**config.mk**
```make
export PLATFORM = sky130hd
export DESIGN_NAME = c1541_head_stepper_flat
export DESIGN_NICKNAME = d
export VERILOG_FILES = /design/src/rtl/c1541_head_stepper_if.sv /design/src/rtl/c1541_head_stepper.sv /design/src/flat_wrapper.sv
export SDC_FILE = /design/constraint.sdc
export NUM_CORES = 1
export LEC_CHECK = 0
export ABC_CLOCK_PERIOD_IN_PS = 2300
export CELL_PAD_IN_SITES_DETAIL_PLACEMENT = 1
export CELL_PAD_IN_SITES_GLOBAL_PLACEMENT = 2
export CORE_MARGIN = 3
export CORE_UTILIZATION = 29
export DETAILED_ROUTE_END_ITERATION = 7
export DONT_BUFFER_PORTS = 1
export GPL_ROUTABILITY_DRIVEN = 1
export PLACE_DENSITY_LB_ADDON = 0.1
export SLEW_MARGIN = 10
export SYNTH_ARGS = -nofsm -noshare
export SYNTH_HDL_FRONTEND = slang
export SYNTH_SLANG_ARGS = --single-unit
```
**constraint.sdc**
```tcl
create_clock -name clk -period 2.3 [get_ports clk]
set_clock_uncertainty 0.2 [all_clocks]
set_input_delay 0.575 -clock clk [delete_from_list [all_inputs] [get_ports clk]]
set_output_delay 0.575 -clock clk [all_outputs]
set_load 0.05 [all_outputs]
```
**src/rtl/c1541_head_stepper_if.sv**
```systemverilog
// Signal bundle between the 1541 drive logic / track buffer and the head stepper.
// The slave modport is the stepper side; the master modport drives it.
interface c1541_head_stepper_if;
    logic       ce;
    logic       mtr;
    logic [1:0] stp;
    logic       act;
    logic       buff_we;
    logic       disk_change;
    logic       save_ack;
    logic [6:0] half_track;
    logic [5:0] track;
    logic       tr00_sense_n;
    logic       settling;
    logic       save_req;
    logic [5:0] save_track;

    modport master (
        output ce, mtr, stp, act, buff_we, disk_change, save_ack,
        input  half_track, track, tr00_sense_n, settling, save_req, save_track
    );

    modport slave (
        input  ce, mtr, stp, act, buff_we, disk_change, save_ack,
        output half_track, track, tr00_sense_n, settling, save_req, save_track
    );
endinterface

```
**src/rtl/c1541_head_stepper.sv**
```systemverilog
// 1541 head position decoder with settle timer and dirty-track save request.
// Stepper phases move a clamped half-track; leaving a dirty track or activity stopping requests a write-back.
module c1541_head_stepper #(
    parameter int unsigned START_HT = 36,
    parameter int unsigned MIN_HT   = 1,
    parameter int unsigned MAX_HT   = 80,
    parameter int unsigned SETTLE   = 3000
) (
    input  logic                  clk,
    input  logic                  reset_n,
    c1541_head_stepper_if.slave   bus
);

    localparam int unsigned HT_W  = 7;
    localparam int unsigned TRK_W = 6;
    localparam int unsigned CNT_W = 16;

    typedef enum logic [0:0] {
        S_IDLE = 1'b0,
        S_REQ  = 1'b1
    } state_t;

    state_t             r_state;
    logic [1:0]         r_stp;
    logic               r_act;
    logic [HT_W-1:0]    r_ht;
    logic [TRK_W-1:0]   r_track;
    logic               r_tr00_n;
    logic [CNT_W-1:0]   r_cnt;
    logic               r_settling;
    logic               r_dirty;
    logic               r_req;
    logic [TRK_W-1:0]   r_save_trk;
    logic               r_pend;
    logic [TRK_W-1:0]   r_pend_trk;

    logic               w_fwd;
    logic               w_rev;
    logic               w_step;
    logic               w_act_fall;
    logic               w_save_ev;
    logic               w_dirty_ev;
    logic [HT_W-1:0]    w_ht_next;
    logic [CNT_W-1:0]   w_cnt_next;

    // Phase-pair decode, next head position, save event and settle count
    always_comb begin
        w_fwd      = 1'b0;
        w_rev      = 1'b0;
        case ({r_stp, bus.stp})
            4'b00_10, 4'b10_01, 4'b01_11, 4'b11_00: w_fwd = 1'b1;
            4'b00_11, 4'b11_01, 4'b01_10, 4'b10_00: w_rev = 1'b1;
            default: ;
        endcase

        w_step    = bus.mtr & (w_fwd | w_rev);
        w_ht_next = r_ht;
        if (bus.mtr && w_fwd && (r_ht < HT_W'(MAX_HT)))
            w_ht_next = r_ht + HT_W'(1);
        else if (bus.mtr && w_rev && (r_ht > HT_W'(MIN_HT)))
            w_ht_next = r_ht - HT_W'(1);

        w_act_fall = r_act & ~bus.act;
        w_save_ev  = w_step | w_act_fall;
        // A same-tick write belongs to the track being left, so it makes the event dirty
        w_dirty_ev = w_save_ev & (r_dirty | bus.buff_we);

        w_cnt_next = r_cnt;
        if (w_ht_next != r_ht)
            w_cnt_next = CNT_W'(SETTLE);
        else if (r_cnt != '0)
            w_cnt_next = r_cnt - CNT_W'(1);
    end

    always_ff @(posedge clk or negedge reset_n) begin
        if (!reset_n) begin
            r_state    <= S_IDLE;
            r_stp      <= 2'b00;
            r_act      <= 1'b0;
            r_ht       <= HT_W'(START_HT);
            r_track    <= TRK_W'(START_HT >> 1);
            r_tr00_n   <= ((START_HT >> 1) != 0);
            r_cnt      <= '0;
            r_settling <= 1'b0;
            r_dirty    <= 1'b0;
            r_req      <= 1'b0;
            r_save_trk <= '0;
            r_pend     <= 1'b0;
            r_pend_trk <= '0;
        end else if (bus.ce) begin
            r_stp      <= bus.stp;
            r_act      <= bus.act;
            r_ht       <= w_ht_next;
            r_track    <= r_ht[HT_W-1:1];
            r_tr00_n   <= (r_ht[HT_W-1:1] != '0);
            r_cnt      <= w_cnt_next;
            r_settling <= (w_cnt_next != '0);

            if (w_save_ev || bus.disk_change)
                r_dirty <= 1'b0;
            else if (bus.buff_we)
                r_dirty <= 1'b1;

            // Save request handshake; a dirty event during REQ queues one pending track
            case (r_state)
                S_IDLE: begin
                    if (w_dirty_ev) begin
                        r_req      <= 1'b1;
                        r_save_trk <= r_track;
                        r_state    <= S_REQ;
                    end
                end
                S_REQ: begin
                    if (bus.save_ack) begin
                        if (r_pend) begin
                            r_save_trk <= r_pend_trk;
                            r_pend     <= w_dirty_ev;
                            if (w_dirty_ev)
                                r_pend_trk <= r_track;
                        end else if (w_dirty_ev) begin
                            r_save_trk <= r_track;
                        end else begin
                            r_req   <= 1'b0;
                            r_state <= S_IDLE;
                        end
                    end else if (w_dirty_ev) begin
                        r_pend     <= 1'b1;
                        r_pend_trk <= r_track;
                    end
                    if (bus.disk_change)
                        r_pend <= 1'b0;
                end
                default: r_state <= S_IDLE;
            endcase
        end
    end

    assign bus.half_track   = r_ht;
    assign bus.track        = r_track;
    assign bus.tr00_sense_n = r_tr00_n;
    assign bus.settling     = r_settling;
    assign bus.save_req     = r_req;
    assign bus.save_track   = r_save_trk;

endmodule

```
**src/flat_wrapper.sv**
```systemverilog
// flat-port wrapper written by rule: the top's interface ports become plain ports
module c1541_head_stepper_flat 
#(
    parameter int unsigned START_HT = 36,
    parameter int unsigned MIN_HT   = 1,
    parameter int unsigned MAX_HT   = 80,
    parameter int unsigned SETTLE   = 3000
)
  (clk, reset_n, bus_ce, bus_mtr, bus_stp, bus_act, bus_buff_we, bus_disk_change, bus_save_ack, bus_half_track, bus_track, bus_tr00_sense_n, bus_settling, bus_save_req, bus_save_track);
  c1541_head_stepper_if bus_i ();
  input  logic clk;
  input  logic reset_n;
  input wire logic [$bits(bus_i.ce)-1:0] bus_ce;
  input wire logic [$bits(bus_i.mtr)-1:0] bus_mtr;
  input wire logic [$bits(bus_i.stp)-1:0] bus_stp;
  input wire logic [$bits(bus_i.act)-1:0] bus_act;
  input wire logic [$bits(bus_i.buff_we)-1:0] bus_buff_we;
  input wire logic [$bits(bus_i.disk_change)-1:0] bus_disk_change;
  input wire logic [$bits(bus_i.save_ack)-1:0] bus_save_ack;
  output wire logic [$bits(bus_i.half_track)-1:0] bus_half_track;
  output wire logic [$bits(bus_i.track)-1:0] bus_track;
  output wire logic [$bits(bus_i.tr00_sense_n)-1:0] bus_tr00_sense_n;
  output wire logic [$bits(bus_i.settling)-1:0] bus_settling;
  output wire logic [$bits(bus_i.save_req)-1:0] bus_save_req;
  output wire logic [$bits(bus_i.save_track)-1:0] bus_save_track;
  assign bus_i.ce = bus_ce;
  assign bus_i.mtr = bus_mtr;
  assign bus_i.stp = bus_stp;
  assign bus_i.act = bus_act;
  assign bus_i.buff_we = bus_buff_we;
  assign bus_i.disk_change = bus_disk_change;
  assign bus_i.save_ack = bus_save_ack;
  assign bus_half_track = bus_i.half_track;
  assign bus_track = bus_i.track;
  assign bus_tr00_sense_n = bus_i.tr00_sense_n;
  assign bus_settling = bus_i.settling;
  assign bus_save_req = bus_i.save_req;
  assign bus_save_track = bus_i.save_track;
  c1541_head_stepper #(.START_HT(START_HT), .MIN_HT(MIN_HT), .MAX_HT(MAX_HT), .SETTLE(SETTLE)) u_core (.clk(clk), .reset_n(reset_n), .bus(bus_i));
endmodule
```
Yosys cells after proc, flatten, opt, wreduce, memory -nomap -nowiden
Cells that the tools add are included.
W data, S select, Z words.
{"block": "classes", "order_cmp": 2, "mul": 0, "mux": 27, "n_reduce_logical": 17, "bitwise": 8, "eq_ne": 14, "shift": 0, "add_sub_neg": 3, "n_div": 0}
{"op": "$mux W6", "count": 6}
{"op": "$mux W16", "count": 2}
{"op": "$reduce_bool A16 Y1", "count": 2}
{"op": "$eq A4 B4 Y1 const B", "count": 4}
{"op": "$sub A16 B1 Y16 const B", "count": 1}
{"op": "$mux W1", "count": 14}
{"op": "$mux W7", "count": 2}
{"op": "$pmux W6 S2", "count": 1}
{"op": "$eq A4 B2 Y1 const B", "count": 2}
{"op": "$eq A4 B3 Y1 const B", "count": 2}
{"op": "$reduce_or A4 Y1", "count": 2}
{"op": "$add A7 B1 Y7 const B", "count": 1}
{"op": "$gt A7 B1 Y1 const B", "count": 1}
{"op": "$lt A7 B7 Y1 const B", "count": 1}
{"op": "$ne A7 B7 Y1", "count": 1}
{"op": "$sub A7 B1 Y7 const B", "count": 1}
{"op": "$ne A2 B2 Y1 const B", "count": 3}
{"op": "$reduce_and A3 Y1", "count": 2}
{"op": "$reduce_bool A6 Y1", "count": 1}
{"op": "$reduce_and A5 Y1", "count": 1}
{"op": "$logic_and A1 B1 Y1", "count": 4}
{"op": "$ne A2 B1 Y1 const B", "count": 2}
{"op": "$pmux W1 S2", "count": 2}
{"op": "$reduce_and A2 Y1", "count": 2}
{"op": "6 further kinds", "count": 11}
{"block": "totals", "memories": 0, "latch_bits": 0, "reg_bits": 50, "mem_bits_ro": 0, "ram_bits": 0, "word_cells": 84, "output_inout_bits": 22}

Logic depth before layout (Yosys ltp)
Gate-level depths: netlist of the first run.
{"block": "depth", "ltp_word": 11, "depth_mapped": 9}

Least setup slack after synthesis of the first run
Ideal clock, no wire load.
{"block": "synth_timing", "path_kind": "reg2reg", "startpoint": "register u_core.r_ht[1] (netlist: u_core.bus.half_track[1])", "endpoint": "register u_core.r_ht[6] (netlist: u_core.bus.half_track[6])", "t_arrival_ns": 2.201, "synth_period_minus_slack_ns": 2.544, "path_buffers": 0, "stages_incl_launch_ff": 9, "setup_time_ns": 0.143, "setup_slack_ns": -0.244, "path_cell_list": "dfrtp_1 inv_1 ha_1 o21bai_1 a31oi_1 nand2_1 o41ai_1 o211ai_1 xnor2_1"}
{"block": "synth_via", "elab_chain_cells": 4, "word_cells_on_any_way": 8}
{"element": "start: declaration", "line": "c1541_head_stepper.sv:26", "rtl": "logic [HT_W-1:0] r_ht;"}
{"element": "start signal: assignment", "line": "c1541_head_stepper.sv:80", "rtl": "r_ht <= HT_W'(START_HT);"}
{"element": "start signal: assignment", "line": "c1541_head_stepper.sv:93", "rtl": "r_ht <= w_ht_next;"}
{"element": "$gt A7 B1 Y1", "line": "c1541_head_stepper.sv:60", "rtl": "else if (bus.mtr && w_rev && (r_ht > HT_W'(MIN_HT)))"}
{"element": "$logic_and A1 B1 Y1", "line": "c1541_head_stepper.sv:60"}
{"element": "$mux W7", "line": "c1541_head_stepper.sv:60"}
{"element": "$mux W7 (*)", "line": "c1541_head_stepper.sv:58", "rtl": "if (bus.mtr && w_fwd && (r_ht < HT_W'(MAX_HT)))"}
Mark *: on every way between the ends. The rest lies on a longest branch, timed or not.
A chain may end at the register's enable or synchronous reset.

Final worst setup path of the first run
{"block": "layout_timing", "startpoint": "register u_core.r_cnt[1]", "endpoint": "register u_core.r_cnt[8]"}
{"block": "layout_via", "elab_chain_cells": 3, "word_cells_on_any_way": 4}
{"element": "start: declaration", "line": "c1541_head_stepper.sv:29", "rtl": "logic [CNT_W-1:0] r_cnt;"}
{"element": "start signal: assignment", "line": "c1541_head_stepper.sv:96", "rtl": "r_cnt <= w_cnt_next;"}
{"element": "$sub A16 B1 Y16 or $reduce_bool A16 Y1 (tied branches)", "line": "c1541_head_stepper.sv:72, c1541_head_stepper.sv:71"}
{"element": "$mux W16 (*)", "line": "c1541_head_stepper.sv:71", "rtl": "else if (r_cnt != '0)"}
{"element": "$mux W16 (*)", "line": "c1541_head_stepper.sv:69", "rtl": "if (w_ht_next != r_ht)"}
Marks and branches as above.

==> results of run 1 <==
[logic make-up after synthesis]
kind of cell / after synthesis
flip-flops: 50
multiplexers: 20
AO/OA/AOI/OAI: 83
XOR/XNOR: 9
buffers and inverters: 30
AND/OR/NAND/NOR: 109
adder cells (fa/ha/maj): 5
[power by group through the flow]
stage,Sequential [uW],Combinational [uW],Clock [uW]
3_5_place_dp,1990,1890,0
2_1_floorplan,2180,933,0
5_1_grt,2040,2350,726
6_report,1970,2140,656
3_3_place_gp,1980,1880,0
4_1_cts,1990,2040,677
[timing repair]
item,4_1_cts,5_1_grt
resized for setup,12,18
setup endpoints to repair,4,17
hold buffers,2,0
setup buffers,9,6
hold endpoints to repair,50,0
pin swaps,5,12
[how the worst max path moves through the flow]
stage	cells past startpoint	start	to
after floorplan	8	u_core.r_cnt[0]$_DFFE_PN0P_	u_core.r_cnt[8]$_DFFE_PN0P_
after global placement	6	u_core.bus.half_track[6]$_DFFE_PN0P_	u_core.r_cnt[7]$_DFFE_PN0P_
after global routing	9	u_core.r_cnt[1]$_DFFE_PN0P_	u_core.r_cnt[8]$_DFFE_PN0P_
after detailed placement	9	u_core.r_cnt[1]$_DFFE_PN0P_	u_core.bus.settling$_DFFE_PN0P_
after CTS	8	u_core.r_cnt[0]$_DFFE_PN0P_	u_core.r_cnt[8]$_DFFE_PN0P_
final	8	u_core.r_cnt[1]$_DFFE_PN0P_	u_core.r_cnt[8]$_DFFE_PN0P_
[sequential cells by signal (all words and copies together), names as in the netlist]
name / count
u_core.bus.half_track: 7
u_core.bus.save_req: 1
u_core.bus.save_track: 6
u_core.bus.settling: 1
u_core.bus.tr00_sense_n: 1
u_core.bus.track: 6
u_core.r_act: 1
u_core.r_cnt: 16
u_core.r_dirty: 1
u_core.r_pend: 1
u_core.r_pend_trk: 6
u_core.r_state: 1
u_core.r_stp: 2
[cell usage after synthesis, drive strengths merged (5+ instances only)]
library cell	count	area, um2
xnor2	8	70.1
o21ai	25	125
dfstp	5	131
nand2	30	113
inv	16	60.1
a21oi	15	75.1
clkbuf	10	37.5
nor2	31	119
nor3	8	40.0
mux2	17	191
a31oi	8	50.1
ha	5	62.6
o22ai	9	56.3
dfrtp	45	1130
nor4	6	52.6
nand3	8	40.0
[critical path, cell delays in order, from the launching register on]
cell and delay [ps]:
dfrtp_1 380, inv_2 60, ha_4 160, nor3b_4 140
and4b_2 250, or3_4 390, or3_4 390, mux2i_1 150
a31oi_1 90
[layout make-up]
| cell class | instances | area [um2] | area share |
|---|---|---|---|
| clock buffers | 5 | 68.8 | 0.0184 |
| clock inverters | 3 | 45.0 | 0.0121 |
| inverters | 16 | 60.1 | 0.0161 |
| multi-input cells | 226 | 1580 | 0.422 |
| flip-flops and latches | 50 | 1260 | 0.338 |
| well taps | 129 | 161 | 0.0432 |
| repair buffers | 71 | 559 | 0.150 |
[layer usage]
layer | GRT usage | vias to the layer above
li1 | - | 1231
met1 | 0.234 | 1270
met2 | 0.259 | 26
met3 | 0.0284 | 5
met4 | 0.0366 | 0
met5 | 0 | -
[through the flow]
step | hold WS [ps] | cell area [um2] | TNS [ps] | power, uW | setup slack, ps
after floorplan | 79.4 | 2870 | 0 | 3110 | 0.368
after global placement | 81.3 | 3380 | -61.7 | 3860 | -46.8
after detailed placement | 81.9 | 3380 | -222 | 3880 | -85.1
after CTS | 115 | 3640 | -14.6 | 4710 | -14.6
after global routing | 107 | 3730 | -473 | 5110 | -120
final | 126 | 3730 | -21.9 | 4770 | -20.0
==> flow_summary.yaml, run 1 <==
outcome:
  status: "finished, violations left"
  violations: "setup timing"
floorplanning:
  ioPinCount: 32
  die_x_um: 105
  start_util: 0.303
  die_h_um: 105
  num_rows: 35
  fp.dieArea_um2: 11000
  coreArea_um2: 9370
critical_path:
  crit_path_start_kind: "flip-flop"
  reg2reg_slack_ps: -20
  worstSetupEndpointType: "flip-flop"
  timing.rr.end: "u_core.r_cnt[8]$_DFFE_PN0P_"
  worstSetupPathType: "flip-flop to flip-flop"
  worst_r2r_path_depth: 8
  arrival_ps: 2320
  cp_max_fo: 4
  r2r-start: "u_core.r_cnt[1]$_DFFE_PN0P_"
  cp.required_ps: 2300
sta:
  setup_violations: 2
  rsz0062_at_grt: "yes"
  fmax_mhz: 431
  finalMaxSlewViolations: 0
  worst_slack_ps: -20.0
  worst_pin_slew_ps: 553
  slew-limit-headroom: 0.632
  period_needed_ps: 2320
  hold_viol: 0
  fin_crit_sh: 1.01
clocking:
  clock_sinks: 50
  clk_pin_slew_worst_paths_ps: 100
  numCtsBuffers: 5
  cts_htree_levels: 2
  cts_root_buffer: "clkbuf_8"
  insertion_delay_ps: 310
  tritoncts: "done"
  cts_max_path_buffers: 2
global_route:
  track_usage: 0.164
  grt-ovfl-total: 0
  antenna_found_initial: 0
  grt_pass1_wl_um: 14500
  grt_pass1_vias: 2649
  grt_max_degree: 51
pwr:
  intPower_uw: 2530
  peakVddDrop_mv: 0.727
  p_clk_frac: 0.138
  leakagePower_uw: 0.00160
  powerDensity_nw_per_um2: 1280
  power.switching_uw: 2240
  pwr-share-comb: 0.448
  pwr-share-seq: 0.414
  sw_frac_of_total: 0.470
drt:
  vias_per_cell: 5.06
  drc: 0
  dr_wl_met3_um: 220
  first_iter_violations: 70
  highest_layer: "met4"
  route.met2.wl_um: 3920
  wl_met1_um: 4550
  wl_um: 8770
  vias: 2532
  detail-route-antenna-nets: 0
  first_pass_iters: 4
  post_drt_wl_per_cell_um: 17.5
min_path:
  min_delay_worst_endpoint: "u_core.bus.tr00_sense_n$_DFFE_PN1P_"
  hold_depth: 1
  worst_hold_path_type: "input pin to flip-flop"
  worstHoldStart: "bus_ce"
synth:
  syn-instance-count: 306
  synthMuxAreaShare: 0.0780
  synth-compound-area-share: 0.184
  synth_fa_ha_area_frac: 0.0220
  yosys_most_used_dff: "dfrtp_1"
  avgSynthCellArea_um2: 9.27
  ys_warn_count: 0
  synth-xor-area-share: 0.0278
  ys_ff_latch: 50
  synth_edf_count: 0
  syn_area_um2: 2840
  synth-simple-area-share: 0.201
  ys_seq_area_frac: 0.443
  ys_async_sr_fraction: 1.00
  synthesis.nets: 321
  synth_top_family_by_area: "simple AND/OR/NAND/NOR gates"
  ys_types: 54
cells_and_area:
  layout_common_cells: "buf_4, dfrtp_1, nor2_1, nand2_1, o21ai_0"
  drive_above_1_share: 0.361
  layout.nets: 385
  final_cells: 500
  final_common_cell: "buf_4"
  diodes: 0
  fin_util: 0.398
  syn2layout_area_growth_pct: 31.6
  nFillCells: 1104
run:
  max_cap_viol_count: 0
place:
  dp_hpwl_um: 6240
  portBuffers: 0
  dp.cells: 477
  place_congestion: 0.800
Power figures use the tool's default switching activity.
==> inputs of run 2 (changes only) <==
- CTS_CLUSTER_SIZE: not set -> 12
- PLACE_DENSITY: not set -> 0.75
- PLACE_DENSITY_LB_ADDON: 0.1 -> not set
==> run 2 against run 1 <==
The run still ends with setup timing left. Sequential power rose by 2%. Cell count fell by 3.0%. First-iteration DRC count rose by 34%. Fmax rose by 0.32%. Largest power group is now registers. Highest routed layer unchanged.
==> flow_summary.yaml, run 2 (synthesized netlist as in run 1, its figures left out) <==
sta:
  slew-limit-headroom: 0.633
  fmax_mhz: 432
  finalMaxSlewViolations: 0
  worst_slack_ps: -12.6
  rsz0062_at_grt: "yes"
  period_needed_ps: 2310
  fin_crit_sh: 1.01
  finalSetupTns_ps: -12.6
  hold_viol: 0
  setup_violations: 1
  worst_pin_slew_ps: 550
critical_path:
  crit_path_start_kind: "flip-flop"
  worstSetupPathType: "flip-flop to flip-flop"
  critPathTopFamily: "simple AND/OR/NAND/NOR gates"
  cp_num_buf_inv: 0
  cp_max_fo: 4
  cpPeakStageDelay_ps: 560
  reg2reg_slack_ps: -10
  worstSetupEndpointType: "flip-flop"
  cp_cell_sequence: "or4_4 > and4b_2 > and4b_4 > xnor2_2 > o2111a_1 > a31oi_1"
  arrival_ps: 2320
  cp.required_ps: 2310
  cp_slowest_cell: "or4_4"
floorplanning:
  fp.dieArea_um2: 11000
  start_util: 0.303
  ioPinCount: 32
  num_rows: 35
  die_x_um: 105
  coreArea_um2: 9370
  die_h_um: 105
cells_and_area:
  layout.nets: 370
  syn2layout_area_growth_pct: 26.9
  fin_util: 0.384
  postLayoutCellArea_um2: 3600
  diodes: 0
  largest-register: "u_core.r_cnt"
  layout_common_cells: "buf_4, dfrtp_1, nor2_1, nand2_1, o21ai_0"
  nFillCells: 1114
  final_common_cell: "buf_4"
  drive_above_1_share: 0.340
  largest_register_ffs: 16
drt:
  first_pass_iters: 4
  vias: 2480
  detail-route-antenna-nets: 0
  wl_um: 7980
  vias_per_cell: 5.11
  post_drt_wl_per_cell_um: 16.5
  first_iter_violations: 94
  drc: 0
place:
  dpl-instance-area_um2: 3290
  portBuffers: 0
  place_congestion: 0.851
  dp_hpwl_um: 5700
global_route:
  track_usage: 0.148
  grt_pass1_wl_um: 13400
  grt_max_degree: 51
  grt-ovfl-total: 0
  grt_pass1_vias: 2559
  antenna_found_initial: 0
clocking:
  tritoncts: "done"
  cts_max_path_buffers: 2
  cts_htree_levels: 2
  clock_sinks: 50
  insertion_delay_ps: 320
  clk_pin_slew_worst_paths_ps: 110
  cts_root_buffer: "clkbuf_8"
  numCtsBuffers: 5
pwr:
  peakVddDrop_mv: 0.484
  leakagePower_uw: 0.00154
  powerDensity_nw_per_um2: 1260
outcome:
  status: "finished, violations left"
  violations: "setup timing"
min_path:
  worst_hold_path_type: "input pin to flip-flop"
run:
  max_cap_viol_count: 0
[run 2: routing by layer]
layer,vias up,track usage,part of all wire
met2,27,0.240,0.48
met5,-,0,0
met3,6,0.0247,0.025
met1,1247,0.206,0.49
li1,1200,-,-
met4,0,0.0309,0.0088
[run 2: where the power goes]
part	total (uW)	switching [uW]	leakage [uW]	internal (uW)
Sequential	2010	762	0.000584	1240
Combinational	1940	1110	0.000902	834
Clock	583	355	0.0000506	229
[run 2: timing repair]
action,in CTS,in global routing
endpoints found under the hold margin,50,0
hold buffers,2,0
setup buffers,2,8
pin swaps,3,7
resized for setup,6,21
setup endpoints to repair,5,11
[run 2: area by class of cell]
type / instances / area, um2 / share of cell area
Timing Repair Buffer: 56 / 443 / 0.123
Inverter: 16 / 60.1 / 0.0167
Tap cell: 129 / 161 / 0.0448
Multi-Input combinational cell: 226 / 1580 / 0.438
Clock inverter: 3 / 28.8 / 0.00799
Sequential cell: 50 / 1260 / 0.350
Clock buffer: 5 / 68.8 / 0.0191
[run 2: worst paths after layout]
path                                              startpoint                                  end  cells after the start
worst max-delay path            u_core.r_cnt[10]$_DFFE_PN0P_      u_core.bus.settling$_DFFE_PN0P_                      6
worst min-delay path                                  bus_ce  u_core.bus.tr00_sense_n$_DFFE_PN1P_                      1
worst max register to register  u_core.r_cnt[10]$_DFFE_PN0P_      u_core.bus.settling$_DFFE_PN0P_                      6
worst min register to register    u_core.r_dirty$_DFFE_PN0P_           u_core.r_dirty$_DFFE_PN0P_                      2
max in group asynchronous                            reset_n      u_core.bus.track[4]$_DFFE_PN1P_                      2
min in group asynchronous                            reset_n      u_core.bus.track[3]$_DFFE_PN0P_                      2
[run 2: metrics by stage]
| step | hold slack, ps | cells | total power [uW] | setup slack (ps) |
|---|---|---|---|---|
| floorplan | 79.4 | 306 | 3110 | 0.368 |
| global placement | 80.5 | 465 | 3730 | -139 |
| detailed placement | 80.3 | 465 | 3790 | -111 |
| CTS | 101 | 477 | 4430 | -1.95 |
| global route | 114 | 485 | 4850 | -100 |
| finish | 110 | 485 | 4530 | -12.6 |
[run 2: worst reg2reg max path, stage by stage, from the launching register on]
cell and delay [ps]:
dfrtp_1 390, or4_4 560, and4b_2 360, and4b_4 240, xnor2_2 160, o2111a_1 200
a31oi_1 80
